===== config.mk =====
export PLATFORM = sky130hd
export DESIGN_NAME = coin_collect_ctrl
export DESIGN_NICKNAME = d
export VERILOG_FILES = /design/src/rtl/coin_collect_ctrl.sv
export SDC_FILE = /design/constraint.sdc
export NUM_CORES = 1
export LEC_CHECK = 0
export BUFFER_PORTS_ARGS = -buffer_cell sky130_fd_sc_hd__buf_4
export CAP_MARGIN = 20
export CORE_ASPECT_RATIO = 0.6
export CORE_MARGIN = 2
export CORE_UTILIZATION = 58
export DETAILED_ROUTE_END_ITERATION = 10
export PLACE_DENSITY = 0.85
export SLEW_MARGIN = 30
export SYNTH_ARGS = -nofsm -noshare
export SYNTH_HDL_FRONTEND = slang
export SYNTH_SLANG_ARGS = --single-unit

===== constraint.sdc =====
create_clock -name clock -period 5.25 [get_ports clock]
set_input_delay 1.05 -clock clock [delete_from_list [all_inputs] [get_ports clock]]
set_output_delay 1.05 -clock clock [all_outputs]
set_load 0.03 [all_outputs]

===== src/rtl/coin_collect_ctrl.sv =====
// coin_collect_ctrl
// Scans the coin table once per frame. Every live coin that overlaps the player
// (within +/-1 pixel on both axes) is cleared in the table, counted into the score,
// and handed to the erase stage for ERASE_CYCLES cycles.
//
// Ports
//   clock, resetn       rising-edge clock, asynchronous active-low reset
//   scan_start          one-cycle pulse; starts a scan when idle, otherwise ignored
//   player_x/player_y   player position, latched on the accepted scan_start
//   coin_addr           coin-table address (read and write)
//   coin_rdata          table read data {exist,x,y}, one-cycle read latency
//   coin_we/coin_wdata  table write strobe and data (exist bit cleared)
//   memQout             {exist,x,y} of the coin being erased
//   coinErase_en        erase request, high for ERASE_CYCLES cycles per hit
//   score               saturating count of collected coins
//   all_collected       sticky flag, set once NUM_COINS coins have been collected
//   busy, done          scan in progress / one-cycle end-of-scan pulse
module coin_collect_ctrl #(
    parameter int unsigned NUM_COINS    = 16,
    parameter int unsigned ADDR_W       = 4,
    parameter int unsigned SCORE_W      = 8,
    parameter int unsigned ERASE_CYCLES = 5
) (
    input  logic               clock,
    input  logic               resetn,
    input  logic               scan_start,
    input  logic [7:0]         player_x,
    input  logic [6:0]         player_y,
    output logic [ADDR_W-1:0]  coin_addr,
    input  logic [15:0]        coin_rdata,
    output logic               coin_we,
    output logic [15:0]        coin_wdata,
    output logic [15:0]        memQout,
    output logic               coinErase_en,
    output logic [SCORE_W-1:0] score,
    output logic               all_collected,
    output logic               busy,
    output logic               done
);
    localparam int unsigned CntW = $clog2(NUM_COINS + 1);
    localparam int unsigned EcW  = (ERASE_CYCLES > 1) ? $clog2(ERASE_CYCLES) : 1;

    localparam logic [ADDR_W-1:0] LastIdx = ADDR_W'(NUM_COINS - 1);
    localparam logic [EcW-1:0]    LastEc  = EcW'(ERASE_CYCLES - 1);
    localparam logic [CntW-1:0]   FullCnt = CntW'(NUM_COINS);

    typedef enum logic [2:0] {StIdle, StRd, StChk, StClr, StErase, StDone} state_e;

    state_e             state_q;
    logic [7:0]         px_q;
    logic [6:0]         py_q;
    logic [ADDR_W-1:0]  idx_q;
    logic [EcW-1:0]     erase_cnt_q;
    logic [CntW-1:0]    cnt_q;
    logic [SCORE_W-1:0] score_q;
    logic               we_q;
    logic [15:0]        wdata_q;
    logic [15:0]        memq_q;
    logic               erase_q;
    logic               all_q;
    logic               done_q;

    logic [8:0] dx;
    logic [7:0] dy;
    logic       hit;
    logic       last;

    // Differences are taken one bit wider than the operands so that 0 vs max
    // does not alias to a neighbour; -1 shows up as all-ones.
    always_comb begin
        dx   = {1'b0, px_q} - {1'b0, coin_rdata[14:7]};
        dy   = {1'b0, py_q} - {1'b0, coin_rdata[6:0]};
        hit  = coin_rdata[15]
             && ((dx == 9'd0) || (dx == 9'd1) || (dx == 9'h1FF))
             && ((dy == 8'd0) || (dy == 8'd1) || (dy == 8'hFF));
        last = (idx_q == LastIdx);
    end

    always_ff @(posedge clock or negedge resetn) begin
        if (!resetn) begin
            state_q     <= StIdle;
            px_q        <= '0;
            py_q        <= '0;
            idx_q       <= '0;
            erase_cnt_q <= '0;
            cnt_q       <= '0;
            score_q     <= '0;
            we_q        <= 1'b0;
            wdata_q     <= '0;
            memq_q      <= '0;
            erase_q     <= 1'b0;
            all_q       <= 1'b0;
            done_q      <= 1'b0;
        end else begin
            we_q   <= 1'b0;
            done_q <= 1'b0;
            case (state_q)
                StIdle: begin
                    if (scan_start) begin
                        px_q    <= player_x;
                        py_q    <= player_y;
                        idx_q   <= '0;
                        state_q <= StRd;
                    end
                end
                StRd: state_q <= StChk;
                StChk: begin
                    // Table data is captured here, while it is still the entry at idx.
                    if (hit) begin
                        we_q    <= 1'b1;
                        wdata_q <= {1'b0, coin_rdata[14:0]};
                        memq_q  <= {1'b1, coin_rdata[14:0]};
                        state_q <= StClr;
                    end else if (last) begin
                        done_q  <= 1'b1;
                        state_q <= StDone;
                    end else begin
                        idx_q   <= idx_q + 1'b1;
                        state_q <= StRd;
                    end
                end
                StClr: begin
                    if (score_q != '1) begin
                        score_q <= score_q + 1'b1;
                    end
                    if (cnt_q != FullCnt) begin
                        cnt_q <= cnt_q + 1'b1;
                        if (cnt_q == FullCnt - 1'b1) begin
                            all_q <= 1'b1;
                        end
                    end
                    erase_q     <= 1'b1;
                    erase_cnt_q <= '0;
                    state_q     <= StErase;
                end
                StErase: begin
                    if (erase_cnt_q == LastEc) begin
                        erase_q <= 1'b0;
                        if (last) begin
                            done_q  <= 1'b1;
                            state_q <= StDone;
                        end else begin
                            idx_q   <= idx_q + 1'b1;
                            state_q <= StRd;
                        end
                    end else begin
                        erase_cnt_q <= erase_cnt_q + 1'b1;
                    end
                end
                StDone:  state_q <= StIdle;
                default: state_q <= StIdle;
            endcase
        end
    end

    assign coin_addr     = idx_q;
    assign coin_we       = we_q;
    assign coin_wdata    = wdata_q;
    assign memQout       = memq_q;
    assign coinErase_en  = erase_q;
    assign score         = score_q;
    assign all_collected = all_q;
    assign busy          = (state_q != StIdle);
    assign done          = done_q;

endmodule


# Word level (Yosys, flattened, before mapping)
# Cells that the tools add are included.
# word_totals
regBits,73
word_cells,77
# op_classes
n_mux,20
eq_ne,17
reduce_logical,21
add_sub_neg,6
# op_table
cell,n
two-way mux 4 bit,4
two-way mux 3 bit,5
case mux 3 bit (5 select lines),1
AND reduction 2 bit,7
case mux 4 bit (3 select lines),1
"== test 9 x 1 -> 1 bit, second input constant",1
"== test 9 bit, second input constant",1
zero test 9 bit,1
subtractor 8 x 8 -> 9 bit,1
"adder 8 x 1 -> 8 bit, second input constant",1
"== test 8 x 1 -> 1 bit, second input constant",1
"== test 8 bit, second input constant",1
zero test 8 bit,1
"!= test 2 bit, second input constant",4
"!= test 8 bit, second input constant",1
subtractor 7 x 7 -> 8 bit,1
"== test 3 x 2 -> 1 bit, second input constant",2
"== test 3 bit, second input constant",2
two-way mux 1 bit,6
case mux 3 bit (2 select lines),1
nonzero test 3 bit,2
"adder 5 x 1 -> 5 bit, second input constant",1
"== test 5 x 4 -> 1 bit, second input constant",1
"!= test 5 bit, second input constant",1
11 further kinds,16

# Longest topological paths before layout
# Gate-level depths: netlist (run 1).
# depth
depth_word,8
ltp_mapped,12

# Worst setup path before layout (run 1)
# No wires, ideal clock.
# synth_timing
path_type,input to register
startpoint,in coin_rdata[9]
endpoint,"reg memq_q[10], in the netlist memQout[10]"
t_arrival_ps,3624
t_required_ps,5125
stages,11
slack_ps,1501
path_buffers,1
path_cell_list,inv_1 > ha_1 > nor2b_4 > o31a_1 > or4_1 > o311a_1 > or4_4 > a21oi_4 > nand2_4 > buf_6 > mux2_4
# synth_between
elab_chain_len,7
word_cells_on_any_way,9
classes_between,1 x add/sub; 2 x eq/ne; 6 x reduce/logical
# synth_lines
item,line,text
from (decl),30,"input logic [15:0] coin_rdata,"
subtractor 8 x 8 -> 9 bit *,71,"dx = {1'b0, px_q} - {1'b0, coin_rdata[14:7]};"
== test 9 x 1 -> 1 bit or zero test 9 bit (tied branches),74,&& ((dx == 9'd0) || (dx == 9'd1) || (dx == 9'h1FF))
logical OR 1 bit,74,
logical OR 1 bit *,74,
logical AND 1 bit *,74,
logical AND 1 bit *,75,&& ((dy == 8'd0) || (dy == 8'd1) || (dy == 8'hFF));
AND reduction 2 bit (no source line) *,n/a,
to (signal assigned),112,"memq_q <= {1'b1, coin_rdata[14:0]};"
to (decl),58,logic [15:0] memq_q;
# Mark *: on every way between the ends. The rest lies on a longest branch, timed or not.
# A chain may end at the register's enable or synchronous reset.

# Final worst setup path (run 1)
# layout_timing
startpoint,in coin_rdata[7]
endpoint,"reg memq_q[14], in the netlist memQout[14]"
# The elaborated chain is that of the path after synthesis.

==> results.py, run 1 <==
metrics = {
    "power_and_ir_drop": {
        "irDropWorstVdd_v": 0.000268,
        "p_leak_nw": 2.28,
        "p_per_area_mw_per_mm2": 477,
    },
    "sta": {
        "hold_viol_final": 0,
        "timing.fmax_ghz": 0.273,
        "timing.slew.headroom_pct": 51.0,
        "final-setup-viol-count": 0,
        "skew_ns": 0.00576,
        "finalCritPeriodShare_pct": 69.7,
        "fin_crit_ns": 3.66,
        "worstMarginPinSlew_ns": 0.735,
        "drv_slew": 0,
        "setup_tns_ns": 0,
        "rsz0062_at_grt": "false",
    },
    "yosys": {
        "synth_area_per_cell_um2": 9.67,
        "synth_edf_count": 0,
        "synthArstFlopShare_pct": 100,
        "synthTopCellsByArea": "dfrtp_1 (41%), ha_1 (8.1%), nand2_1 (5.7%), buf_4 (3.4%), inv_1 (3.4%)",
        "yosys_warnings": 0,
        "ys.flop_type": "dfrtp_1",
        "yosysUniqueCellTypes": 57,
        "ys_seq_elements": 58,
        "netlist_area_mm2": 0.00355,
        "synth_fp_nets": 426,
        "yosysSeqAreaShare_pct": 40.9,
        "yosysMostFrequentCell": "dfrtp_1",
        "yosysTopAreaCell": "dfrtp_1",
        "ys_top_cells_by_count": "dfrtp_1 (58), nand2_1 (54), inv_1 (32), ha_1 (23), nor2_1 (17)",
        "synth.top_cell.area_share_pct": 40.9,
        "netlist_instances": 367,
    },
    "placement": {
        "placed_area_mm2": 0.00411,
        "placement.io_buffers": 81,
        "globalplace.congestion": 0.844,
        "hpwl_mm": 5.51,
    },
    "critical_path": {
        "cpPeakStageDelay_ns": 0.58,
        "crit_type": "input pin to flip-flop",
        "setup.worst_path.start_class": "input pin",
        "end_kind": "flip-flop",
        "slowest_stage": "or4_4",
        "required_ns": 5.50,
        "path_cells": "buf_4 -> ha_1 -> fa_1 -> nor2b_4 -> o31a_1 -> o221ai_1 -> o2bb2ai_1 -> or4_4 -> a21oi_4 -> nand2_4 -> mux2_4",
        "arrival_ns": 3.91,
        "critical_path.max_fanout": 17,
    },
    "outcome": {
        "status": "finished, final reports clean",
    },
    "die": {
        "start_util_pct": 59.2,
        "rows": 22,
        "die-area_mm2": 0.00678,
        "die_h_um": 64.6,
        "coreArea_mm2": 0.00600,
        "dieWidth_um": 105,
        "ioPinCount": 83,
    },
    "grt": {
        "antenna_found_initial": 0,
        "met2_usage_pct": 37.3,
        "overflow": 0,
        "grt_pass1_vias": 2716,
        "gr-max-usage-layer": "met2",
        "grt_util_met3_pct": 6.44,
        "grt_max_degree": 59,
        "grt_pass1_wl_mm": 12.9,
        "grt_use_met1_pct": 33.1,
        "grt_util_all_layers_pct": 24.5,
    },
    "route": {
        "drc": 0,
        "drtAntennaViolNets": 0,
        "wirelength_mm": 7.65,
        "vias": 2837,
        "drtIter0Drc": 160,
        "vias_per_cell": 5.40,
        "wl_per_cell_um": 14.6,
        "dr.pass1.iters": 5,
    },
    "clock_tree": {
        "ctsRootBufferMaster": "clkbuf_8",
        "htreeDepth": 3,
        "tritoncts": "yes",
        "postCtsResizedCells": 0,
        "cts_hold_buf": 0,
        "cts_made_buffers": 9,
        "cts.sinks": 58,
        "clock_latency_ns": 0.35,
        "clk_pin_slew_ns": 0.08,
        "cts_setup_buffers": 0,
        "clock_path_buffers": 2,
    },
    "finish": {
        "num_antenna_cells": 0,
        "drive_above_1_share_pct": 27.7,
        "n_fill_cell": 459,
        "nNetsFinal": 495,
        "finish.instance_area_mm2": 0.00431,
        "area_growth_pct": 21.4,
    },
    "worst_hold_path": {
        "hp-class": "flip-flop to flip-flop",
    },
    "run": {
        "drv_cap": 0,
    },
}
==> path summary, 6_finish.rpt <==
kind                                    start  depth (start not counted)  slack (ns)       endpoint
worst max-delay path            coin_rdata[7]                         11        1.59    memQout[14]
worst min-delay path            all_collected                          1        0.47  all_collected
worst max register to register        px_q[0]                         11        2.00    memQout[14]
worst min register to register  all_collected                          1        0.47  all_collected
max in group asynchronous              resetn                          1        4.04           done
min in group asynchronous              resetn                          1        0.75     memQout[8]
==> kinds of logic (layout without fill, tap and decap cells) <==
group | after synthesis | in the layout | synth area share [%]
AO/OA/AOI/OAI | 68 | 68 | 14.1
flip-flops | 58 | 58 | 40.9
buffers and inverters | 55 | 129 | 7.72
adder cells (fa/ha/maj) | 25 | 25 | 9.24
AND/OR/NAND/NOR | 128 | 128 | 18.1
other | 1 | 1 | 0.106
XOR/XNOR | 15 | 15 | 3.70
multiplexers | 17 | 17 | 6.20
==> per-stage QoR <==
step           hold WS (ns)  instances  total power [W]  utilization, %  setup WS [ns]
6_report              0.469        525          0.00206            71.8           1.59
3_3_place_gp          0.444        509          0.00156            68.5           1.29
3_5_place_dp          0.454        509          0.00161            68.5           1.22
5_1_grt               0.501        525          0.00221            71.8           1.42
4_1_cts               0.470        525          0.00206            71.8           1.60
2_1_floorplan         0.450        367          0.00137               -           1.50
==> placed cells by master, fill, tap and decap left out, types with 5 or more instances in the layout <==
master and count:
buf_4 81, dfrtp_1 58, nand2_1 54, inv_1 32
ha_1 23, nor2_1 17, o21ai_0 11, a21oi_1 11
nand2b_1 10, xnor2_1 10, and3_1 9, clkbuf_8 9
mux2_2 8, mux2_4 8, o21a_1 7, nand3_1 7
a21o_1 6, a211oi_1 6, nor3_1 5, xor2_1 5
nor2b_1 5
==> cell type report <==
type / instances / area (µm²) / area share [%]
Multi-Input combinational cell: 254 / 1820 / 42.3
Sequential cell: 58 / 1450 / 33.7
Timing Repair Buffer: 81 / 608 / 14.1
Clock buffer: 9 / 124 / 2.87
Inverter: 32 / 120 / 2.79
Tap cell: 84 / 105 / 2.44
Clock inverter: 7 / 77.6 / 1.80
==> flip-flops by register name (all words and copies together), names as in the netlist, 3 cells and up <==
| signal | count |
|---|---|
| erase_cnt_q | 3 |
| py_q | 7 |
| memQout | 16 |
| score | 8 |
| coin_addr | 4 |
| px_q | 8 |
| cnt_q | 5 |
| state_q | 3 |
==> routing by layer <==
| layer | wire (µm) | part of all wire, % |
|---|---|---|
| met5 | 0 | 0 |
| met2 | 3370 | 44 |
| met4 | 125 | 1.6 |
| met3 | 494 | 6.5 |
| met1 | 3670 | 48 |
==> critical path, delay by kind of cell <==
kind	cells	cell delay, ns
AOI/OAI and AO/OA	4	0.77
adders and majority gates	2	0.64
buffers and inverters	1	0.12
muxes	1	0.35
and+or+nand+nor	3	0.96
==> power by group <==
part | switching (W) | internal (W)
Clock | 0.000206 | 0.000222
Sequential | 0.000121 | 0.000562
Combinational | 0.000546 | 0.000398
Note: power is estimated with default switching activity, not from simulation.
==> inputs of run 2 (changes only) <==
CORE_UTILIZATION = 54   (was 58)
PLACE_DENSITY = 0.8   (was 0.85)
clock period = 3.5 ns   (was 5.25 ns; I/O delays follow)
==> results.py, run 2 (synthesized netlist as in run 1, its figures left out) <==
metrics = {
    "power_and_ir_drop": {
        "p_sw_w": 0.00127,
        "p_leak_nw": 2.31,
        "irDropWorstVdd_v": 0.000466,
        "p_per_area_mw_per_mm2": 700,
        "p_int_w": 0.00177,
        "p_clk_share_pct": 18.8,
        "switching_share_pct": 41.7,
        "combPwrFrac_pct": 47.6,
        "seq_power_share_pct": 33.7,
    },
    "clock_tree": {
        "clock_path_buffers": 2,
        "cts_hold_buf": 0,
        "cts_made_buffers": 9,
        "tritoncts": "yes",
        "clock_latency_ns": 0.33,
        "cts.sinks": 58,
        "postCtsResizedCells": 0,
        "ctsRootBufferMaster": "clkbuf_8",
        "htreeDepth": 3,
        "clk_pin_slew_ns": 0.07,
        "cts_setup_buffers": 0,
    },
    "finish": {
        "largest_register_ff_count": 16,
        "final_cell_mix": "buf_4 (87), dfrtp_1 (58), nand2_1 (54), inv_1 (32), ha_1 (23)",
        "num_antenna_cells": 0,
        "area_growth_pct": 22.2,
        "n_fill_cell": 518,
        "drive_above_1_share_pct": 28.2,
        "nNetsFinal": 501,
        "final_cells": 531,
        "fin_util_pct": 69.7,
        "final_common_cell": "buf_4",
    },
    "critical_path": {
        "r2r_cells": 12,
        "critical_path.max_fanout": 7,
        "arrival_ns": 3.49,
        "r2r_slack_ns": 0.29,
        "end_kind": "flip-flop",
        "setup.worst_path.start_class": "input pin",
        "required_ns": 3.72,
        "r2r_start": "px_q[0]",
        "crit_type": "input pin to flip-flop",
        "r2r_end": "coin_addr[1]",
    },
    "sta": {
        "timing.fmax_ghz": 0.306,
        "drv_slew": 0,
        "setup_ws_ns": 0.227,
        "rsz0062_at_grt": "false",
        "finalCritPeriodShare_pct": 93.5,
        "worstMarginPinSlew_ns": 0.735,
        "hold_viol_final": 0,
        "final-setup-viol-count": 0,
        "skew_ns": 0.00578,
        "timing.slew.headroom_pct": 51.0,
        "fin_crit_ns": 3.27,
        "whs_ns": 0.419,
        "setup_tns_ns": 0,
    },
    "grt": {
        "overflow": 0,
        "grt_pass1_wl_mm": 13.3,
        "grt_pass1_vias": 2791,
        "grt_util_all_layers_pct": 24.0,
        "antenna_found_initial": 0,
        "grt_max_degree": 59,
    },
    "route": {
        "wirelength_mm": 7.92,
        "vias": 2880,
        "dr.pass1.iters": 5,
        "drtAntennaViolNets": 0,
        "drtIter0Drc": 170,
        "drc": 0,
        "wl_per_cell_um": 14.9,
        "vias_per_cell": 5.42,
    },
    "die": {
        "rows": 22,
        "die-area_mm2": 0.00726,
        "die_h_um": 66.8,
        "dieWidth_um": 109,
        "ioPinCount": 83,
        "start_util_pct": 57.1,
        "coreArea_mm2": 0.00622,
    },
    "placement": {
        "globalplace.congestion": 0.901,
        "placement.io_buffers": 81,
        "dp.cells": 515,
        "hpwl_mm": 5.93,
        "place_ws_ns": -0.0947,
    },
    "outcome": {
        "status": "finished, final reports clean",
    },
    "worst_hold_path": {
        "hp-class": "input pin to asynchronous set/reset pin",
    },
    "run": {
        "drv_cap": 0,
    },
}
[run 2: cell count changes in the layout (fill, tap and decap cells not counted), moves of 2 or more]
cell,change
clkinvlp_4,-4
clkbuf_1,+2
buf_4,+6
clkbuf_8,+3
clkinv_2,+2
inv_6,-2
[run 2: cell type report]
cell class                 count  area (µm²)  area share, %
timing repair buffer          87         653           15.1
tap                           84         105           2.42
clock inverter                 2        10.0          0.231
clock buffer                  14         173           3.98
inverter                      32         120           2.77
multi-input combinational    254        1820           42.1
sequential                    58        1450           33.5
[run 2: worst max-delay path by stage]
stage | from | to | slack, ns
finish | coin_rdata[0] | coin_addr[0] | 0.23
global route | coin_rdata[0] | coin_addr[0] | 0.12
CTS | coin_rdata[0] | coin_addr[0] | 0.24
detailed placement | coin_rdata[0] | coin_addr[0] | -0.09
global placement | coin_rdata[7] | memQout[14] | 0.01
floorplan | coin_rdata[9] | memQout[10] | 0.10
[run 2: power by group through the flow]
stage	Sequential (W)	Clock (W)	Combinational, W
after global placement	0.00102	0	0.00136
final	0.00102	0.000570	0.00144
after global routing	0.00105	0.000618	0.00162
after floorplan	0.00103	0	0.00102
after detailed placement	0.00103	0	0.00143
after CTS	0.00102	0.000582	0.00144
[run 2: through the flow]
stage,instance area [µm²],power [W]
after floorplan,3550,0.00205
after global placement,4150,0.00237
after detailed placement,4150,0.00245
after CTS,4340,0.00304
after global routing,4340,0.00329
final,4340,0.00303
[run 2: worst max-delay path: stages]
cell and delay [ns]:
buf_4 0.12, ha_1 0.22, fa_1 0.39, nand2b_1 0.17
a21oi_1 0.22, a2111oi_0 0.15, a2111o_1 0.43, mux2i_1 0.35
a21oi_4 0.07, buf_4 0.18, a221o_1 0.32, a21o_1 0.19
[run 2: routing by layer]
metal	vias to the layer above	track usage [%]	part of all wire, %
li1	1415	-	-
met1	1357	33.9	49
met2	98	37.2	44
met3	10	5.87	6.3
met4	0	6.09	0.78
met5	-	0	0
==> inputs of run 3 (changes only) <==
CORE_UTILIZATION = 50   (was 54)
GPL_TIMING_DRIVEN = 0   (was unset)
PLACE_DENSITY = 0.75   (was 0.8)
==> results.py, run 3 (synthesized netlist as in run 1, its figures left out) <==
metrics = {
    "route": {
        "dr.pass1.iters": 5,
        "met3_length_um": 474,
        "wl_met2_mm": 3.69,
        "wirelength_mm": 8.32,
        "drc": 0,
        "vias": 2970,
        "highest_layer": "met4",
        "drtIter0Drc": 168,
        "drtAntennaViolNets": 0,
        "vias_per_cell": 5.32,
        "wl_met1_mm": 4.03,
        "wl_per_cell_um": 14.9,
    },
    "sta": {
        "timing.fmax_ghz": 0.297,
        "setup_tns_ns": 0,
        "skew_ns": 0.0107,
        "timing.slew.headroom_pct": 50.6,
        "finalCritPeriodShare_pct": 96.0,
        "whs_ns": 0.433,
        "worstMarginPinSlew_ns": 0.741,
        "fin_crit_ns": 3.36,
        "hold_viol_final": 0,
        "final-setup-viol-count": 0,
        "rsz0062_at_grt": "false",
        "drv_slew": 0,
    },
    "critical_path": {
        "r2r_slack_ns": 0.22,
        "r2r_end": "memQout[9]",
        "critical_path.max_fanout": 10,
        "end_kind": "flip-flop",
        "setup.worst_path.start_class": "input pin",
        "slowest_stage": "or4_4",
        "arrival_ns": 3.58,
        "worst-path-stages": 12,
        "path_cells": "buf_4 -> inv_1 -> ha_1 -> nor2b_4 -> o31a_1 -> or4_1 -> o311a_1 -> or4_4 -> a21oi_4 -> nand2_4 -> buf_6 -> mux2_4",
        "cpPeakStageDelay_ns": 0.53,
        "path_buf_inv": 3,
        "crit_type": "input pin to flip-flop",
        "r2r_start": "px_q[0]",
        "crit_family": "simple AND/OR/NAND/NOR gates",
        "r2r_cells": 12,
        "required_ns": 3.71,
    },
    "grt": {
        "grt_pass1_vias": 2924,
        "overflow": 0,
        "grt_util_all_layers_pct": 22.5,
        "grt_max_degree": 59,
        "antenna_found_initial": 0,
        "grt_pass1_wl_mm": 14.1,
    },
    "clock_tree": {
        "htreeDepth": 3,
        "cts_made_buffers": 9,
        "clk_pin_slew_ns": 0.06,
        "clock_path_buffers": 2,
        "tritoncts": "yes",
        "ctsRootBufferMaster": "clkbuf_16",
        "cts.sinks": 58,
        "clock_latency_ns": 0.33,
    },
    "finish": {
        "final_cell_mix": "buf_4 (104), dfrtp_1 (58), nand2_1 (54), inv_1 (32), ha_1 (23)",
        "fin_util_pct": 69.2,
        "num_antenna_cells": 0,
        "nNetsFinal": 525,
        "area_growth_pct": 31.9,
        "final_cells": 558,
        "drive_above_1_share_pct": 31.6,
        "largest_register_ff_count": 16,
        "n_fill_cell": 512,
        "final_common_cell": "buf_4",
    },
    "placement": {
        "globalplace.congestion": 0.839,
        "placement.io_buffers": 81,
        "dp.cells": 535,
        "hpwl_mm": 5.86,
    },
    "die": {
        "start_util_pct": 52.5,
        "ioPinCount": 83,
        "coreArea_mm2": 0.00676,
        "dieWidth_um": 113,
        "rows": 23,
        "die_h_um": 69.3,
        "die-area_mm2": 0.00781,
    },
    "worst_hold_path": {
        "hp-class": "input pin to asynchronous set/reset pin",
    },
    "power_and_ir_drop": {
        "power_w": 0.00353,
        "p_leak_nw": 2.49,
        "p_per_area_mw_per_mm2": 754,
        "irDropWorstVdd_v": 0.000380,
    },
    "outcome": {
        "status": "finished, final reports clean",
    },
    "run": {
        "drv_cap": 0,
    },
}
## run 3: repair_timing
| action | in CTS | in global routing |
|---|---|---|
| setup endpoints to repair | 0 | 8 |
| gates resized for setup | 0 | 3 |
| buffers inserted | 0 | 7 |
| hold buffers | 0 | 0 |
## run 3: layout make-up
class                   instances  area, µm²  area share, %
plain buffers                  23        154           3.29
clock buffers                   9        225           4.81
clock inverters                 7        125           2.67
inverters                      32        120           2.57
multi-input cells             254       1840           39.2
flip-flops and latches         58       1450           31.0
well taps                      87        109           2.33
repair buffers                 88        661           14.1
## run 3: how the worst max path moves through the flow
stage,slack [ns],startpoint,to
final,0.14,coin_rdata[9],memQout[9]
after global routing,0.02,px_q[0],memQout[9]
after CTS,0.01,coin_rdata[7],memQout[9]
after detailed placement,-0.30,coin_rdata[0],memQout[14]
after global placement,-0.25,coin_rdata[0],memQout[14]
after floorplan,0.10,coin_rdata[9],memQout[10]
## run 3: per-layer routing
metal,GRT usage (%),vias up
li1,-,1462
met3,5.42,11
met5,0,-
met4,7.86,0
met1,31.2,1407
met2,34.5,90
## run 3: stage by stage
stage                     worst slack (ns)  area [µm²]
after floorplan                      0.101        3550
after global placement              -0.252        4270
after detailed placement            -0.301        4270
after CTS                           0.0144        4620
after global routing                0.0200        4680
final                                0.138        4680
## run 3: power breakdown
group,internal [W],leakage [nW],switching [W],total [W]
registers,0.000845,0.767,0.000150,0.000994
logic,0.000618,1.55,0.000877,0.00149
clock network,0.000702,0.171,0.000337,0.00104
